`src/rtl/fft_symbol_sequencer.sv`:
```
// Symbol sequencer around a 64-point FFT core: loads 64 samples, waits for the
// FFT done pulse, then drains bins 0..63 as a valid/ready stream. Only one symbol
// is in flight, so the FFT output bank is stable for the whole drain.
module fft_symbol_sequencer #(
  parameter int unsigned DW           = 16,
  parameter int unsigned DONE_TIMEOUT = 255
) (
  input  logic          clk,
  input  logic          rst_n,
  input  logic          i_enable,
  input  logic          s_valid,
  output logic          s_ready,
  input  logic [DW-1:0] s_re,
  input  logic [DW-1:0] s_im,
  output logic          fft_load_valid,
  output logic [DW-1:0] fft_load_re,
  output logic [DW-1:0] fft_load_im,
  input  logic          fft_done,
  output logic [5:0]    fft_read_addr,
  input  logic [DW-1:0] fft_read_re,
  input  logic [DW-1:0] fft_read_im,
  output logic          m_valid,
  input  logic          m_ready,
  output logic [DW-1:0] m_re,
  output logic [DW-1:0] m_im,
  output logic [5:0]    m_index,
  output logic          m_last,
  output logic          o_busy,
  output logic          o_err_timeout,
  output logic          o_err_spurious,
  output logic [15:0]   o_sym_count
);

  typedef enum logic [1:0] {StIdle, StLoad, StWait, StDrain} state_e;

  localparam logic [9:0] TimeoutCnt = 10'(DONE_TIMEOUT);

  state_e        state_q, state_d;
  logic [6:0]    load_cnt_q, load_cnt_d;
  logic [9:0]    wait_cnt_q, wait_cnt_d;
  logic [5:0]    rd_addr_q, rd_addr_d;
  logic [6:0]    fetch_cnt_q, fetch_cnt_d;
  logic          m_valid_q, m_valid_d;
  logic [DW-1:0] m_re_q, m_re_d;
  logic [DW-1:0] m_im_q, m_im_d;
  logic [5:0]    m_index_q, m_index_d;
  logic          m_last_q, m_last_d;
  logic          err_timeout_q, err_timeout_d;
  logic          err_spurious_q, err_spurious_d;
  logic [15:0]   sym_count_q, sym_count_d;
  logic          out_hs;

  // Load port is a zero-latency passthrough gated by the LOAD state.
  always_comb begin
    s_ready        = (state_q == StLoad);
    fft_load_valid = s_valid & s_ready;
    fft_load_re    = s_re;
    fft_load_im    = s_im;
    fft_read_addr  = rd_addr_q;
    m_valid        = m_valid_q;
    m_re           = m_re_q;
    m_im           = m_im_q;
    m_index        = m_index_q;
    m_last         = m_last_q;
    o_busy         = (state_q != StIdle);
    o_err_timeout  = err_timeout_q;
    o_err_spurious = err_spurious_q;
    o_sym_count    = sym_count_q;
  end

  // Next-state, counters and the one-entry output register.
  always_comb begin
    state_d        = state_q;
    load_cnt_d     = load_cnt_q;
    wait_cnt_d     = wait_cnt_q;
    rd_addr_d      = rd_addr_q;
    fetch_cnt_d    = fetch_cnt_q;
    m_valid_d      = m_valid_q;
    m_re_d         = m_re_q;
    m_im_d         = m_im_q;
    m_index_d      = m_index_q;
    m_last_d       = m_last_q;
    err_timeout_d  = err_timeout_q;
    err_spurious_d = err_spurious_q;
    sym_count_d    = sym_count_q;
    out_hs         = m_valid_q & m_ready;

    // A done pulse outside WAIT never steers control, only flags.
    if (fft_done && (state_q != StWait)) err_spurious_d = 1'b1;

    unique case (state_q)
      StIdle: begin
        if (i_enable) state_d = StLoad;
      end
      StLoad: begin
        if (fft_load_valid) begin
          if (load_cnt_q == 7'd63) begin
            load_cnt_d = '0;
            state_d    = StWait;
          end else begin
            load_cnt_d = load_cnt_q + 7'd1;
          end
        end
      end
      StWait: begin
        // Done takes priority over a timeout landing on the same cycle.
        if (fft_done) begin
          wait_cnt_d = '0;
          state_d    = StDrain;
        end else if (wait_cnt_q == TimeoutCnt) begin
          wait_cnt_d    = '0;
          err_timeout_d = 1'b1;
          state_d       = StIdle;
        end else begin
          wait_cnt_d = wait_cnt_q + 10'd1;
        end
      end
      StDrain: begin
        if (out_hs && m_last_q) begin
          m_valid_d   = 1'b0;
          fetch_cnt_d = '0;
          sym_count_d = sym_count_q + 16'd1;
          state_d     = StIdle;
        end else if ((!m_valid_q || out_hs) && (fetch_cnt_q < 7'd64)) begin
          m_re_d      = fft_read_re;
          m_im_d      = fft_read_im;
          m_index_d   = rd_addr_q;
          m_last_d    = (rd_addr_q == 6'd63);
          m_valid_d   = 1'b1;
          rd_addr_d   = rd_addr_q + 6'd1;
          fetch_cnt_d = fetch_cnt_q + 7'd1;
        end else if (out_hs) begin
          m_valid_d = 1'b0;
        end
      end
      default: state_d = StIdle;
    endcase
  end

  // State and datapath registers; reset discards any partial symbol.
  always_ff @(posedge clk or negedge rst_n) begin
    if (!rst_n) begin
      state_q        <= StIdle;
      load_cnt_q     <= '0;
      wait_cnt_q     <= '0;
      rd_addr_q      <= '0;
      fetch_cnt_q    <= '0;
      m_valid_q      <= 1'b0;
      m_re_q         <= '0;
      m_im_q         <= '0;
      m_index_q      <= '0;
      m_last_q       <= 1'b0;
      err_timeout_q  <= 1'b0;
      err_spurious_q <= 1'b0;
      sym_count_q    <= '0;
    end else begin
      state_q        <= state_d;
      load_cnt_q     <= load_cnt_d;
      wait_cnt_q     <= wait_cnt_d;
      rd_addr_q      <= rd_addr_d;
      fetch_cnt_q    <= fetch_cnt_d;
      m_valid_q      <= m_valid_d;
      m_re_q         <= m_re_d;
      m_im_q         <= m_im_d;
      m_index_q      <= m_index_d;
      m_last_q       <= m_last_d;
      err_timeout_q  <= err_timeout_d;
      err_spurious_q <= err_spurious_d;
      sym_count_q    <= sym_count_d;
    end
  end

endmodule

```
`config.mk`:
```
export PLATFORM = sky130hd
export DESIGN_NAME = fft_symbol_sequencer
export DESIGN_NICKNAME = d
export VERILOG_FILES = /design/src/rtl/fft_symbol_sequencer.sv
export SDC_FILE = /design/constraint.sdc
export NUM_CORES = 1
export LEC_CHECK = 0
export ABC_AREA = 1
export CORE_ASPECT_RATIO = 0.8
export CORE_MARGIN = 2
export CORE_UTILIZATION = 40
export CTS_CLUSTER_DIAMETER = 200
export DETAILED_ROUTE_END_ITERATION = 10
export PLACE_DENSITY = 0.76
export RECOVER_POWER = 100
export SKIP_CTS_REPAIR_TIMING = 1
export SYNTH_ARGS = -nofsm -noshare
export SYNTH_HDL_FRONTEND = slang
export SYNTH_SLANG_ARGS = --single-unit
```
`constraint.sdc`:
```
create_clock -name clk -period 1.5 [get_ports clk]
set_input_delay 0.3 -clock clk [delete_from_list [all_inputs] [get_ports clk]]
set_output_delay 0.3 -clock clk [all_outputs]
set_load 0.03 [all_outputs]
```
== After elaboration in Yosys (flattened, before gate mapping) ==
Cells that the tools add are included.
Operators by class
  add/sub/neg operators: 5
  multipliers: 0
  div/mod/pow operators: 0
  magnitude comparators: 1
  equal/unequal tests: 12
  shifts and indexed selects: 0
  mux-type cells: 15
  bitwise logic cells: 4
  reduce and logical (&&, ||, !) cells: 16
Operators with widths (number)
  $mux W7: 3
  $mux W10: 2
  $add A16 B1 Y16 const B: 1
  $add A7 B1 Y7 const B: 2
  $mux W2: 6
  $add A10 B1 Y10 const B: 1
  $eq A10 B8 Y1 const B: 1
  $pmux W2 S4: 1
  $reduce_and A2 Y1: 4
  $eq A7 B6 Y1 const B: 1
  $lt A7 B7 Y1 const B: 1
  $add A6 B1 Y6 const B: 1
  $eq A6 B6 Y1 const B: 1
  $ne A2 B2 Y1 const B: 3
  $reduce_and A3 Y1: 2
  $reduce_and A5 Y1: 1
  $eq A2 B2 Y1 const B: 2
  $ne A2 B1 Y1 const B: 2
  $reduce_bool A2 Y1: 2
  $logic_and A1 B1 Y1: 3
  $mux W1: 3
  $ne A3 B3 Y1 const B: 1
  $reduce_bool A3 Y1: 1
  $and A1 B1 Y1: 2
  5 further kinds: 6
Storage, ports and cells
  register bits: 90
  bits in latches: 0
  RAM bits: 0
  ROM bits: 0
  input port bits: 70
  output and inout port bits: 99
  logic and storage cells: 66
  memories: 0

== Longest topological paths before layout ==
Gate-level depths: netlist of the first run.
  depth after elaboration: 5
  depth in mapped cells: 9
  gate-level depth less buffers: 8

== Worst setup path after synthesis of the first run ==
Ideal clock, no wire load.
  kind: register to register
  start point: register state_q[0]
  end point: register load_cnt_q[3]
  library setup time: 128 ps
  arrival time: 1754 ps
  data required time: 1372 ps
  setup slack: -382 ps
  cell stages (with the launch flop): 8
  path buffers: 0
  period minus slack after synthesis: 1882 ps
  path through: dfrtp_1 inv_1 nor2_1 nand2_1 inv_1 nand3_1 o21ai_0 a21oi_1
On the way
  longest elaborated chain between the ends: 3
RTL lines
  start, declared: RTL line 38  | state_e state_q, state_d;
  start signal, assigned: RTL line 143  | state_q <= StIdle;
  start signal, assigned: RTL line 157  | state_q <= state_d;
  $eq A2 B1 Y1: RTL line 55  | s_ready = (state_q == StLoad);
  named net s_ready: RTL line 12  | output logic s_ready,
  $and A1 B1 Y1: RTL line 56  | fft_load_valid = s_valid & s_ready;
  named net fft_load_valid: RTL line 15  | output logic fft_load_valid,
  $reduce_and A2 Y1 (no source line)
  end signal, assigned: RTL line 158  | load_cnt_q <= load_cnt_d;
  end, declared: RTL line 39  | logic [6:0] load_cnt_q, load_cnt_d;
The timed path passes the listed nets, and every way through them passes these cells.
A chain may end at the register's enable or synchronous reset.

== Worst setup path in the final report of the first run ==
  start point: register state_q[0]
  end point: output fft_load_valid
On the way
  longest elaborated chain between the ends: 2
RTL lines (RTL line)
  $eq A2 B1 Y1: 55
  $and A1 B1 Y1: 56
  end, declared: 15
Every way passes these cells.

==> results.env, run 1 <==
STATUS='complete, but fails checks'
TIMING.CRITICAL_PATH.FANOUT_MAX=5
HPWLAFTERDP_UM=7082
LEAKAGE_nW=4.199
FP-ROW-COUNT=33
GRT_MAX_DEGREE=39
ANTENNADIODECOUNT=0
TIMING.MAX_CAP.VIOLATIONS=0
FINALWEIGHTEDCONGESTION=0.8252
SYN_INST=515
IO_BUFFERS=104
WORST_PATH_LARGEST_CELL_DELAY_NS=0.41
CTS.PATH.MAX_BUFFERS=2
POWER_REPORT.INTERNAL_TOTAL_mW=4.744
WORST_PATH_MOST_REPEATED_CELL='sky130_fd_sc_hd__buf_6'
NETLIST_AREA_UM2=4294
CRIT_PATH_START_KIND='register'
POWER.IR.VDD_WORST_uV=543.3
LAYOUT-DRIVE-GT1-SHARE_PCT=16.28
PATH_BUF_INV=4
FINALSETUPVIOLATIONS=46
GRT_PASS1_VIAS=3497
NUMCLOCKSINKS=90
FINALMAXSLEWVIOLATIONS=0
CTS-BUFFERS-INSERTED=9
POST-PLACE-CELLS=753
SYNTH_FP_NETS=590
OVERFLOW_AFTER_GRT=0
POWER.SHARE.SWITCHING_PCT=27.49
ROUTE.DETAILED.WL_PER_INST_UM=13.08
CRIT_START='state_q[0]'
MIN_FROM='m_ready'
PERIOD_NEEDED_NS=1.662
WORSTREG2REGSTART='state_q[0]'
DRC=0
INITIAL_ANTENNA_VIOLATION_COUNT=0
FLOORPLAN.DIE.WIDTH_UM=119.8
FINAL_COMMON_CELL='sky130_fd_sc_hd__nand2_1'
POST_LAYOUT_NONFILLER_INSTANCES=791
DIE_AR_UM2=11580
POWER_FRAC_COMB_PCT=19.4
CLOCKROOTBUFFER='sky130_fd_sc_hd__clkbuf_16'
CRITICAL-PATH-TOP-DELAY-FAMILY='flip-flops'
CELLPOWERDENSITY_nW_PER_UM2=1037
LAYOUT.CORE_UTILIZATION_PCT=60.90
DESIGN.FINAL.NETS=721
CLK_LATENCY_NS=0.34
TIMING.FINAL.CRIT_SHARE_PCT=110.8
SYNTH_SEQ_AREA_SHARE_PCT=52.45
WORST_EP_ARRIVAL_TIME_NS=1.36
MAXIMUM_CLOCK_FREQUENCY_MHz=601.5
CRITICALPATHCATEGORY='register to output port'
WORSTHOLDPATHTYPE='input port to register'
FIRST_PASS_GRT_WIRE_LENGTH_UM=16220
CP-END-KIND='output port'
DETAILROUTE.VIA_COUNT=3732
AVGSYNTHCELLAREA_UM2=8.338
DP_WORST_SETUP_SLACK_NS=-0.3069
SEQPWRFRAC_PCT=42.9
DRTPASS1ITERATIONS=4
WORSTMARGINPINSLEW_NS=0.4913
DRT-INITIAL-DRC-COUNT=254
LAYOUT.CELLS.MOST_COMMON_LIST='sky130_fd_sc_hd__nand2_1, sky130_fd_sc_hd__dfrtp_1, sky130_fd_sc_hd__dlymetal6s2s_1'
FINAL-HOLD-VIOLATION-COUNT=0
DETAIL-ROUTE-ANTENNA-NETS=0
SWITCHINGPOWER_mW=1.798
TIMING.CRITICAL_PATH.SLOWEST_STAGE_CELL='sky130_fd_sc_hd__dfrtp_1'
SLEW-LIMIT-HEADROOM_PCT=67.24
SETUP_REPAIR_AFTER_GLOBAL_ROUTING_MISSED_ITS_MARGIN='yes'
DETAIL_ROUTE.VIAS_PER_CELL=4.718
CORE-AREA_UM2=10360
SETUP_WS_NS=-0.1625
DESIGN.PORTCOUNT=169
CRITPATHREQUIREDTIME_NS=1.20
CP_CELL_SEQUENCE='inv_2 > buf_6 > nor2_4 > nand2_4 > inv_4 > buf_6'
CLKPWRFRAC_PCT=37.7
WIRELENGTH_UM=10340
H-TREE-DEPTH=3
POSTSYNTHREGISTERBITS=90
FINAL.SETUP_SKEW_NS=0.005209
FLOORPLAN.INITIALDENSITY_PCT=41.43
TRITONCTS='yes'
REGISTER_CLOCK_PIN_SLEW_ON_THE_REPORTED_WORST_SETUP_AND_HOLD_PATHS_NS=0.06
TRACK_USAGE_PCT=17.24
SYNTH_CELL_TYPES=23
DIE_Y_UM=96.67
VIOLATIONS='negative setup slack'
SYN2LAYOUT_AREA_GROWTH_PCT=46.97
YOSYSWARNINGCOUNT=0
==> path summary, 6_finish.rpt <==
check | end | slack [ns] | cells past startpoint
setup / recovery | fft_load_valid | -0.16 | 6
hold / removal | m_valid | 0.41 | 4
setup reg to reg | m_index[3] | -0.06 | 9
hold reg to reg | m_re[3] | 0.47 | 2
max in group asynchronous | o_sym_count[0] | 0.15 | 3
min in group asynchronous | m_im[0] | 0.46 | 2
==> through the flow <==
step / cell area [um2] / total power [mW] / hold WS, ns / setup TNS (ns)
4_1_cts: 5844 / 6.419 / -0.1620 / -14.15
3_5_place_dp: 5514 / 3.920 / 0.2048 / -15.54
3_3_place_gp: 5514 / 3.871 / 0.2015 / -13.14
2_1_floorplan: 4308 / 3.570 / 0.004409 / 0
5_1_grt: 6311 / 6.861 / 0.4467 / -7.908
6_report: 6311 / 6.543 / 0.4098 / -1.118
==> worst reg2reg max path, delay by kind of cell, from the launching register on <==
| family | cells | cell delay (ns) |
|---|---|---|
| buffers and inverters | 4 | 0.54 |
| AND/OR/NAND/NOR | 4 | 0.42 |
| flip-flops | 1 | 0.41 |
| AO/OA/AOI/OAI | 1 | 0.07 |
==> cell type report <==
cell class	instances	area (um2)
Timing Repair Buffer	162	1705
Clock buffer	12	256.5
Tap cell	140	175.2
Clock inverter	4	73.82
Inverter	46	186.4
Fill cell	850	4053
Multi-Input combinational cell	337	1658
Sequential cell	90	2256
==> logic make-up after synthesis <==
group / count (synthesis) / synth area share [%]
AO/OA/AOI/OAI: 38 / 4.837
XOR/XNOR: 21 / 4.283
adder cells (fa/ha/maj): 5 / 1.457
buffers and inverters: 88 / 11.31
flip-flops: 90 / 52.45
AND/OR/NAND/NOR: 273 / 25.67
==> metal layers <==
metal / global-route usage, % / wire (um) / up-vias
met5: 0 / 0 / -
met4: 3.710 / 76 / 0
met3: 7.311 / 704 / 10
met2: 27.03 / 4983 / 110
met1: 22.34 / 4578 / 1778
li1: - / - / 1834
==> synthesized netlist by cell type <==
| library cell | n | area, um2 |
|---|---|---|
| sky130_fd_sc_hd__nand2_1 | 200 | 750.7 |
| sky130_fd_sc_hd__dfrtp_1 | 90 | 2252 |
| sky130_fd_sc_hd__inv_1 | 45 | 168.9 |
| sky130_fd_sc_hd__buf_4 | 37 | 277.8 |
| sky130_fd_sc_hd__nor2_1 | 32 | 120.1 |
| sky130_fd_sc_hd__nand3_1 | 22 | 110.1 |
| sky130_fd_sc_hd__o21ai_0 | 18 | 90.09 |
| sky130_fd_sc_hd__xor2_1 | 11 | 96.34 |
| sky130_fd_sc_hd__xnor2_1 | 10 | 87.58 |
| sky130_fd_sc_hd__a21oi_1 | 9 | 45.04 |
| sky130_fd_sc_hd__nand4_1 | 8 | 50.05 |
| sky130_fd_sc_hd__o22ai_1 | 7 | 43.79 |
| sky130_fd_sc_hd__ha_1 | 5 | 62.56 |
| sky130_fd_sc_hd__nand3b_1 | 4 | 30.03 |
| sky130_fd_sc_hd__nor2_2 | 3 | 18.77 |
| sky130_fd_sc_hd__o21bai_1 | 3 | 22.52 |
| sky130_fd_sc_hd__buf_6 | 2 | 22.52 |
| sky130_fd_sc_hd__clkbuf_1 | 2 | 7.510 |
| sky130_fd_sc_hd__nand2_2 | 2 | 12.51 |
| sky130_fd_sc_hd__nor3_1 | 2 | 10.01 |
| sky130_fd_sc_hd__a31oi_1 | 1 | 6.260 |
| sky130_fd_sc_hd__buf_2 | 1 | 5.000 |
| sky130_fd_sc_hd__inv_2 | 1 | 3.750 |
==> sequential cells by signal, indices dropped and copies added, names as in the netlist <==
name and flops:
wait_cnt_q 10, m_re 16, state_q 2, fft_read_addr 6, o_sym_count 16, m_valid 1
load_cnt_q 7, fetch_cnt_q 7, o_err_spurious 1, m_index 6, m_last 1, m_im 16
o_err_timeout 1
==> power by group through the flow <==
| stage | Clock (mW) | Sequential [mW] | Combinational, mW |
|---|---|---|---|
| after detailed placement | 0 | 2.84 | 1.08 |
| after floorplan | 0 | 2.80 | 0.769 |
| after CTS | 2.53 | 2.79 | 1.09 |
| after global routing | 2.63 | 2.83 | 1.40 |
| after global placement | 0 | 2.82 | 1.05 |
| final | 2.47 | 2.81 | 1.27 |
(Power assumes the default switching activity.)
==> run 2, diff against run 1 <==
CELL_PAD_IN_SITES_DETAIL_PLACEMENT = 1   (was default)
CELL_PAD_IN_SITES_GLOBAL_PLACEMENT = 2   (was default)
CORE_UTILIZATION = 22   (was 40)
==> results.env, run 2 (synthesis results as in run 1) <==
STATUS='complete, but fails checks'
VIOLATIONS='negative setup slack'
TIMING.FINAL.CRIT_SHARE_PCT=104.6  # -6.2 points
LEAKAGE_nW=4.125  # -1.8%
CP-END-KIND='output port'
MAXIMUM_CLOCK_FREQUENCY_MHz=637.2  # +5.9%
LAYOUT.FILLER_CELLS=2229  # +160%
FINAL.SETUP_SKEW_NS=0.005486  # +0.0002775 ns
CRITICAL_PATH.REG2REG.ENDPOINT='fft_read_addr[1]'
LAYOUT-DRIVE-GT1-SHARE_PCT=26.08  # +9.8 points
FLOORPLAN.INITIALDENSITY_PCT=22.56  # -19 points
FINAL-HOLD-VIOLATION-COUNT=0  # unchanged
SWITCHINGPOWER_mW=1.873  # +4.1%
FINALMAXSLEWVIOLATIONS=0  # unchanged
IO_BUFFERS=104  # unchanged
CORE-AREA_UM2=19030  # +84%
DIE_Y_UM=129.0  # +33%
TIMING.CRITICAL_PATH.SLOWEST_STAGE_CELL='sky130_fd_sc_hd__dfrtp_1'
FINALSETUPVIOLATIONS=20  # -57%
DETAIL-ROUTE-ANTENNA-NETS=0  # unchanged
OVERFLOW_AFTER_GRT=0  # unchanged
RRSETUPSLACK_NS=-0.04  # +0.02 ns
WORST_EP_ARRIVAL_TIME_NS=1.27  # -0.09 ns
WORSTMARGINPINSLEW_NS=0.6228  # +0.1314 ns
SYN2LAYOUT_AREA_GROWTH_PCT=57.95
ROUTE.DETAILED.WL_PER_INST_UM=14.07  # +7.6%
ANTENNADIODECOUNT=0  # unchanged
FIN_TNS_SETUP_NS=-0.5890  # +0.5285 ns
LAYOUT.CELLS.MOST_COMMON_LIST='sky130_fd_sc_hd__nand2_1, sky130_fd_sc_hd__dfrtp_1, sky130_fd_sc_hd__dlymetal6s2s_1'
NUMCLOCKSINKS=90  # unchanged
DETAIL_ROUTE.VIAS_PER_CELL=4.190  # -11%
HPWLAFTERDP_UM=8937  # +26%
TRACK_USAGE_PCT=11.87  # -5.4 points
POWER.SHARE.SWITCHING_PCT=30.00  # +2.5 points
WIRELENGTH_UM=12750  # +23%
GRT_MAX_DEGREE=32  # -18%
SEQPWRFRAC_PCT=44.5  # +1.6 points
POWER.IR.VDD_WORST_uV=411.9  # -24%
FP-ROW-COUNT=45  # +36%
CRIT_START='state_q[1]'
TRITONCTS='yes'
FINAL_COMMON_CELL='sky130_fd_sc_hd__nand2_1'
CTS-BUFFERS-INSERTED=9  # unchanged
CELLPOWERDENSITY_nW_PER_UM2=920.3  # -11%
CRIT_END='fft_load_valid'
WORSTREG2REGSTART='state_q[1]'
REGISTER_CLOCK_PIN_SLEW_ON_THE_REPORTED_WORST_SETUP_AND_HOLD_PATHS_NS=0.06  # about the same
TIMING.MAX_CAP.VIOLATIONS=0  # unchanged
DRC=0  # unchanged
SLEW-LIMIT-HEADROOM_PCT=58.48  # -8.8 points
GRT_PASS1_VIAS=4030  # +15%
TIMING.CRITICAL_PATH.DEPTH=5  # -1
DIE_AR_UM2=20660  # +78%
CRITICALPATHCATEGORY='register to output port'
CRITICAL-PATH-TOP-DELAY-FAMILY='flip-flops'
PERIOD_NEEDED_NS=1.569  # -0.09319 ns
CRITPATHREQUIREDTIME_NS=1.20  # about the same
POWER_FRAC_COMB_PCT=22.6  # +3.2 points
CTS.PATH.MAX_BUFFERS=2  # unchanged
SETUP_REPAIR_AFTER_GLOBAL_ROUTING_MISSED_ITS_MARGIN='yes'
CP_CELL_SEQUENCE='buf_6 > nor2_4 > nand2_4 > inv_4 > buf_6'
DRT-INITIAL-DRC-COUNT=74  # -71%
FLOORPLAN.DIE.WIDTH_UM=160.2  # +34%
FINALWEIGHTEDCONGESTION=0.7743  # -6.2%
DETAILROUTE.VIA_COUNT=3796  # +1.7%
DP_WORST_SETUP_SLACK_NS=-0.4233  # -0.1165 ns
DESIGN.FINAL.NETS=719  # -0.28%
WORST_PATH_MOST_REPEATED_CELL='sky130_fd_sc_hd__buf_6'
CLOCKROOTBUFFER='sky130_fd_sc_hd__clkbuf_16'
WORST_PATH_LARGEST_CELL_DELAY_NS=0.39  # -0.02 ns
H-TREE-DEPTH=3  # unchanged
R2R.WORST_PATH.CELLS=9  # unchanged
SETUP_WS_NS=-0.06928  # +0.09319 ns
FIRST_PASS_GRT_WIRE_LENGTH_UM=19580  # +21%
CLK_LATENCY_NS=0.35  # about the same
INITIAL_ANTENNA_VIOLATION_COUNT=0  # unchanged
WORSTHOLDPATHTYPE='input port to register'
CLKPWRFRAC_PCT=32.9  # -4.8 points
TIMING.CRITICAL_PATH.FANOUT_MAX=4  # -1
POWER_REPORT.INTERNAL_TOTAL_mW=4.370  # -7.9%
DRTPASS1ITERATIONS=4  # unchanged
MIN_FROM='m_ready'
PATH_BUF_INV=3  # -1
CRIT_PATH_START_KIND='register'
DESIGN.PORTCOUNT=169  # unchanged
[run 2: how the worst min path moves through the flow]
stage | end | depth (start not counted)
global placement | wait_cnt_q[2] | 1
finish | state_q[1] | 4
floorplan | fetch_cnt_q[0] | 0
CTS | state_q[0] | 1
global route | state_q[1] | 4
detailed placement | wait_cnt_q[0] | 1
[run 2: worst register-to-register path: stages, from the launching register on]
cell	delay, ns
sky130_fd_sc_hd__dfrtp_1	0.37
sky130_fd_sc_hd__buf_4	0.15
sky130_fd_sc_hd__nand2_8	0.07
sky130_fd_sc_hd__inv_6	0.06
sky130_fd_sc_hd__nand2_4	0.05
sky130_fd_sc_hd__nor2_4	0.22
sky130_fd_sc_hd__clkinv_4	0.17
sky130_fd_sc_hd__clkbuf_16	0.23
sky130_fd_sc_hd__nand2_4	0.07
sky130_fd_sc_hd__nand2_2	0.04
[run 2: final cells by class]
type | instances | area, um2 | share of cell area, %
Inverter | 46 | 185.2 | 2.730
Clock inverter | 3 | 17.52 | 0.2583
Timing Repair Buffer | 160 | 1848 | 27.25
Clock buffer | 12 | 236.5 | 3.486
Sequential cell | 90 | 2255 | 33.24
Tap cell | 258 | 322.8 | 4.759
Multi-Input combinational cell | 337 | 1918 | 28.28
[run 2: per-stage QoR]
stage / utilization [%] / area (um2) / total power, mW / cells / hold slack [ns]
global placement: 30.14 / 5737 / 3.903 / 868 / 0.2349
floorplan: - / 4308 / 3.570 / 515 / 0.004409
finish: 35.64 / 6783 / 6.242 / 906 / 0.4099
CTS: 31.48 / 5991 / 6.072 / 883 / -0.1434
global route: 35.64 / 6783 / 6.612 / 906 / 0.4492
detailed placement: 30.14 / 5737 / 3.962 / 868 / 0.2408
[run 2: layer usage]
metal	track usage [%]	wire length, um	up-vias
met4	3.127	104	0
li1	-	-	1834
met1	13.61	5477	1861
met5	0	0	-
met2	20.22	6284	90
met3	5.513	880	11
[run 2: power by group through the flow]
| stage | sequential [mW] | combinational (mW) | clock (mW) |
|---|---|---|---|
| 2_1_floorplan | 2.80 | 0.769 | 0 |
| 3_3_place_gp | 2.82 | 1.09 | 0 |
| 3_5_place_dp | 2.82 | 1.14 | 0 |
| 4_1_cts | 2.78 | 1.14 | 2.15 |
| 5_1_grt | 2.81 | 1.57 | 2.24 |
| 6_report | 2.78 | 1.41 | 2.05 |
